File: src/rtl/paddle_motion.sv
// Paddle motion engine: turns up/down command levels into the paddle centre Y.
// Position moves one pixel per period clocks with hold-to-boost, clamp or wrap.
// Ports: clk, reset (async active-high), up/down/game_on/wrap_mode/ticks_per_px
//        inputs; position, moving_up, moving_down, at_limit outputs.
module paddle_motion #(
  parameter int SCREEN_H    = 480,
  parameter int PADDLE_H    = 80,
  parameter int START_POS   = 240,
  parameter int BOOST_STEPS = 16,
  parameter int POS_W       = 32
) (
  input  logic             clk,
  input  logic             reset,
  input  logic             up,
  input  logic             down,
  input  logic             game_on,
  input  logic             wrap_mode,
  input  logic [31:0]      ticks_per_px,
  output logic [POS_W-1:0] position,
  output logic             moving_up,
  output logic             moving_down,
  output logic             at_limit
);

  localparam logic [POS_W-1:0] MIN_POS   = POS_W'(PADDLE_H / 2);
  localparam logic [POS_W-1:0] MAX_POS   = POS_W'(SCREEN_H - PADDLE_H / 2);
  localparam logic [POS_W-1:0] START_P   = POS_W'(START_POS);
  localparam int               RUN_W     = $clog2(BOOST_STEPS + 1);
  localparam logic [RUN_W-1:0] RUN_MAX   = RUN_W'(BOOST_STEPS);

  typedef enum logic [1:0] {
    IDLE      = 2'd0,
    MOVE_UP   = 2'd1,
    MOVE_DOWN = 2'd2
  } state_t;

  state_t           state;
  logic [31:0]      cnt;
  logic [RUN_W-1:0] step_run;
  logic             boost;

  logic             cmd_up;
  logic             cmd_dn;
  logic [31:0]      period;
  logic             step_due;
  logic [POS_W-1:0] up_target;
  logic [POS_W-1:0] dn_target;
  logic             up_held;
  logic             dn_held;
  logic [RUN_W-1:0] run_inc;

  // Both buttons pressed cancel out; game_on gates everything.
  assign cmd_up = up & ~down & game_on;
  assign cmd_dn = down & ~up & game_on;

  always_comb begin
    period = 32'd1;
    if (boost) begin
      if (ticks_per_px[31:1] != 31'd0) period = {1'b0, ticks_per_px[31:1]};
    end else begin
      if (ticks_per_px != 32'd0) period = ticks_per_px;
    end
  end

  // ">=" rather than "==" so a period that shrinks mid-run steps immediately
  // instead of waiting for cnt to wrap.
  assign step_due = (cnt >= period - 32'd1);

  always_comb begin
    up_held   = 1'b0;
    up_target = position - POS_W'(1);
    if (position == MIN_POS) begin
      up_held   = ~wrap_mode;
      up_target = wrap_mode ? MAX_POS : position;
    end
    dn_held   = 1'b0;
    dn_target = position + POS_W'(1);
    if (position == MAX_POS) begin
      dn_held   = ~wrap_mode;
      dn_target = wrap_mode ? MIN_POS : position;
    end
  end

  assign run_inc  = (step_run == RUN_MAX) ? step_run : step_run + RUN_W'(1);
  assign at_limit = (position == MIN_POS) || (position == MAX_POS);

  always_ff @(posedge clk or posedge reset) begin
    if (reset) begin
      state       <= IDLE;
      position    <= START_P;
      cnt         <= 32'd0;
      step_run    <= '0;
      boost       <= 1'b0;
      moving_up   <= 1'b0;
      moving_down <= 1'b0;
    end else begin
      case (state)
        IDLE: begin
          cnt <= 32'd0;
          if (cmd_up) begin
            state     <= MOVE_UP;
            moving_up <= 1'b1;
          end else if (cmd_dn) begin
            state       <= MOVE_DOWN;
            moving_down <= 1'b1;
          end
        end

        MOVE_UP: begin
          if (cmd_up) begin
            if (step_due) begin
              cnt      <= 32'd0;
              position <= up_target;
              // A clamped step is not progress, so it does not feed boost.
              if (!up_held) begin
                step_run <= run_inc;
                if (run_inc == RUN_MAX) boost <= 1'b1;
              end
            end else begin
              cnt <= cnt + 32'd1;
            end
          end else begin
            cnt       <= 32'd0;
            step_run  <= '0;
            boost     <= 1'b0;
            moving_up <= 1'b0;
            if (cmd_dn) begin
              state       <= MOVE_DOWN;
              moving_down <= 1'b1;
            end else begin
              state <= IDLE;
            end
          end
        end

        MOVE_DOWN: begin
          if (cmd_dn) begin
            if (step_due) begin
              cnt      <= 32'd0;
              position <= dn_target;
              if (!dn_held) begin
                step_run <= run_inc;
                if (run_inc == RUN_MAX) boost <= 1'b1;
              end
            end else begin
              cnt <= cnt + 32'd1;
            end
          end else begin
            cnt         <= 32'd0;
            step_run    <= '0;
            boost       <= 1'b0;
            moving_down <= 1'b0;
            if (cmd_up) begin
              state     <= MOVE_UP;
              moving_up <= 1'b1;
            end else begin
              state <= IDLE;
            end
          end
        end

        default: begin
          state       <= IDLE;
          cnt         <= 32'd0;
          step_run    <= '0;
          boost       <= 1'b0;
          moving_up   <= 1'b0;
          moving_down <= 1'b0;
        end
      endcase
    end
  end

endmodule

File: config.mk
export PLATFORM = sky130hd
export DESIGN_NAME = paddle_motion
export DESIGN_NICKNAME = d
export VERILOG_FILES = /design/src/rtl/paddle_motion.sv
export SDC_FILE = /design/constraint.sdc
export NUM_CORES = 1
export LEC_CHECK = 0
export CORE_ASPECT_RATIO = 1.75
export CORE_UTILIZATION = 29
export CTS_CLUSTER_SIZE = 12
export DETAILED_ROUTE_END_ITERATION = 8
export PLACE_DENSITY_LB_ADDON = 0.12
export REMOVE_ABC_BUFFERS = 1
export SLEW_MARGIN = 20
export SYNTH_ARGS = -nofsm -noshare
export SYNTH_HDL_FRONTEND = slang
export SYNTH_SLANG_ARGS = --single-unit
export TNS_END_PERCENT = 10
File: constraint.sdc
create_clock -name clk -period 8.8 [get_ports clk]
set_input_delay 1.76 -clock clk [delete_from_list [all_inputs] [get_ports clk]]
set_output_delay 1.76 -clock clk [all_outputs]
set_load 0.02 [all_outputs]
==> flow_metrics.py <==
metrics = {
    "power": {
        "p_leak_nw": 3.19,
        "seq_power_share_pct": 32.0,
        "clock_power_share_pct": 34.7,
        "p_comb_share_pct": 33.3,
        "p_per_area_nw_per_um2": 133,
        "power.internal_w": 0.000714,
        "p_switching_w": 0.000404,
        "sw_frac_of_total_pct": 36.1,
        "ir_drop_uv": 81.3,
    },
    "cells_and_area": {
        "final_nets": 1041,
        "diodes": 0,
        "drive_gt1_share_pct": 5.60,
        "syn_to_final_growth_pct": 19.1,
        "layoutNonFillerInstCount": 1273,
    },
    "timing": {
        "hold_viol": 0,
        "min_period_over_period_pct": 88.2,
        "finalWorstSetupSlack_ns": 1.04,
        "relSlewSlack_pct": 27.9,
        "fmax_mhz": 129,
        "setup_tns_ns": 0,
        "skew_ns": 0.00869,
        "whs_ns": 0.564,
        "period_needed_ns": 7.76,
        "rsz0062_at_grt": "no",
        "worst_slew_pin_slew_ns": 1.07,
        "slew_viol_final": 0,
        "finalSetupViolations": 0,
    },
    "cts": {
        "insertion_delay_ns": 0.35,
        "clk_pin_slew_ns": 0.06,
        "htreeDepth": 3,
        "numCtsBuffers": 9,
        "numClockSinks": 74,
        "cts_tree": "done",
        "cts_setup_buffers": 0,
        "cts_root_buffer": "clkbuf_16",
        "cts_buffer_depth": 2,
        "ctsResizeCount": 0,
        "hold_buffers": 0,
    },
    "floorplan": {
        "rows": 75,
        "dieArea_um2": 25100,
        "io_pins": 73,
        "core_um2": 23900,
        "die_w_um": 120,
        "start_util_pct": 29.6,
        "die_y_um": 209,
    },
    "detailed_routing": {
        "dr_wl_met2_mm": 12.4,
        "dr.max_layer_used": "met4",
        "ant_nets": 0,
        "wl_met1_mm": 9.12,
        "route.met3.wl_um": 831,
        "drc": 0,
        "dr.pass1.iters": 4,
        "wl_per_cell_um": 18.3,
        "drtIter0Drc": 320,
        "dr_total_vias": 7171,
        "viasPerCell": 5.63,
        "routed_wl_mm": 23.3,
    },
    "worst_setup_path": {
        "start_kind": "input port",
        "worstSetupEndpointType": "flip-flop",
        "setup.worst_path.class": "input port to flip-flop",
        "cp_max_fo": 11,
        "worst-endpoint-required_ns": 9.08,
        "arrival_ns": 8.05,
        "ff2ff_path_depth": 18,
    },
    "global_routing": {
        "antenna_found_initial": 0,
        "grt_pass1_vias": 7231,
        "overflow": 0,
        "grt_pass1_wl_mm": 38.4,
        "grt_start_max_net_pins": 65,
        "grt_usage_pct": 19.4,
    },
    "job": {
        "drv_cap": 0,
    },
    "placed_design": {
        "dp.cells": 1257,
        "dp_hpwl_mm": 17.5,
        "pre_cts_slack_ns": 0.652,
        "gp_congestion": 0.833,
        "io_buffers": 72,
    },
    "synth": {
        "synth_seq_cells": 74,
        "synth_flop_cell": "dfrtp_1",
        "synth_edf_count": 0,
        "synthDistinctLibCells": 69,
        "syn_avg_cell_area_um2": 7.72,
        "syn_area_um2": 7080,
        "yosys_warnings": 0,
        "seq_area_frac_synth_pct": 26.2,
        "synth-async-reset-ratio_pct": 100,
        "synthCells": 917,
    },
    "hold_path": {
        "worstHoldPathType": "flip-flop to flip-flop",
        "hold_depth": 2,
    },
    "run_status": {
        "status": "complete, no violations",
    },
}
[sequential cells by signal, indices dropped and copies added, names as in the netlist]
name / count
boost: 1
cnt: 32
moving_down: 1
moving_up: 1
position: 32
state: 2
step_run: 5
[layout by cell type, fill, tap and decap left out, drive strengths merged, types with 10 or more instances in the layout]
| cell | n |
|---|---|
| nor3 | 42 |
| and3 | 12 |
| ha | 43 |
| a21oi | 54 |
| clkdlybuf4s50 | 72 |
| nand2 | 69 |
| and4 | 11 |
| a22oi | 10 |
| or3 | 19 |
| dfrtp | 70 |
| xor2 | 32 |
| nor2 | 93 |
| o22ai | 10 |
| xnor2 | 18 |
| nand3 | 52 |
| clkbuf | 12 |
| o21ai | 53 |
| or4 | 14 |
| nor4 | 19 |
| buf | 13 |
| o31ai | 24 |
| nand4 | 26 |
| inv | 27 |
[area by class of cell]
class / count / area, um2
sequential: 74 / 1860
fill: 2598 / 15500
clock inverter: 4 / 50.0
multi-input combinational: 762 / 4940
tap: 308 / 385
inverter: 28 / 106
clock buffer: 12 / 256
timing repair buffer: 85 / 831
[cells by family (layout without fill, tap and decap cells)]
group	Yosys count	after routing	synth area share (%)
AND/OR/NAND/NOR	416	416	31.2
AO/OA/AOI/OAI	244	244	23.2
buffers and inverters	81	129	4.31
flip-flops	74	74	26.2
XOR/XNOR	50	50	6.19
adder cells (fa/ha/maj)	43	43	7.60
multiplexers	9	9	1.29
[cells in the mapped netlist (5+ instances only)]
cell type,n,share of area (%)
a211oi_1,7,0.74
a21o_1,5,0.53
a21oi_1,54,3.8
a22o_1,6,0.74
a22oi_1,10,1.1
a31oi_1,9,0.80
and2_1,6,0.53
and3_1,12,1.1
and4_1,11,1.4
clkbuf_1,49,2.6
dfrtp_1,70,25
ha_1,43,7.6
inv_1,28,1.5
mux2i_1,8,1.1
nand2_1,69,3.7
nand2b_1,7,0.62
nand3_1,52,3.7
nand3b_1,9,0.95
nand4_1,26,2.3
nor2_1,93,4.9
nor2b_1,8,0.71
nor3_1,40,2.8
nor3b_1,9,0.95
nor4_1,19,1.7
o211a_1,5,0.71
o211ai_1,6,0.64
o21ai_0,52,3.7
o22a_1,8,0.99
o22ai_1,10,0.88
o31ai_1,24,2.5
o32a_1,7,0.99
or2_2,8,0.71
or3_1,19,1.7
or4_1,12,1.3
xnor2_1,18,2.2
xor2_1,32,4.0
[worst max-delay path, cell delays in order]
cell	delay [ns]
clkdlybuf4s50_1	0.68
nor3_1	0.15
nand4_1	0.13
nor3_1	0.11
a211oi_1	0.33
ha_1	0.26
or4b_4	0.49
or3_1	0.48
or4_4	0.58
or4_4	0.45
nor3_2	0.23
and4bb_1	0.23
nor3_2	0.05
ha_1	0.27
nand4_1	0.12
nor2_1	0.06
a221oi_1	0.32
nand3_1	0.19
o31ai_1	0.68
or2_2	0.30
o22a_1	0.16
[power groups by stage]
stage | combinational [W] | sequential, W | clock, W
2_1_floorplan | 0.000220 | 0.000367 | 0
3_3_place_gp | 0.000380 | 0.000364 | 0
3_5_place_dp | 0.000374 | 0.000364 | 0
4_1_cts | 0.000376 | 0.000358 | 0.000405
5_1_grt | 0.000415 | 0.000359 | 0.000413
6_report | 0.000372 | 0.000358 | 0.000387
[per-stage QoR]
stage	util, %	total power [W]	instance area (um2)
2_1_floorplan	-	0.000586	6880
3_3_place_gp	33.9	0.000744	8120
3_5_place_dp	33.9	0.000739	8120
4_1_cts	35.2	0.00114	8430
5_1_grt	35.2	0.00119	8430
6_report	35.2	0.00112	8430
[worst paths after layout]
check                                  from            to  slack [ns]
max reg2reg                           boost         boost        2.90
max in group asynchronous             reset         boost        5.97
min reg2reg                         cnt[26]       cnt[26]        0.56
max                        ticks_per_px[26]         boost        1.04
min                                 cnt[26]       cnt[26]        0.56
min in group asynchronous             reset  position[17]        1.77
[layer usage]
layer	up-vias	track usage (%)
met5	-	0
met4	0	10.0
met3	45	3.25
met2	163	35.5
met1	3416	20.9
li1	3547	-
Note: power is estimated with default switching activity, not from simulation.
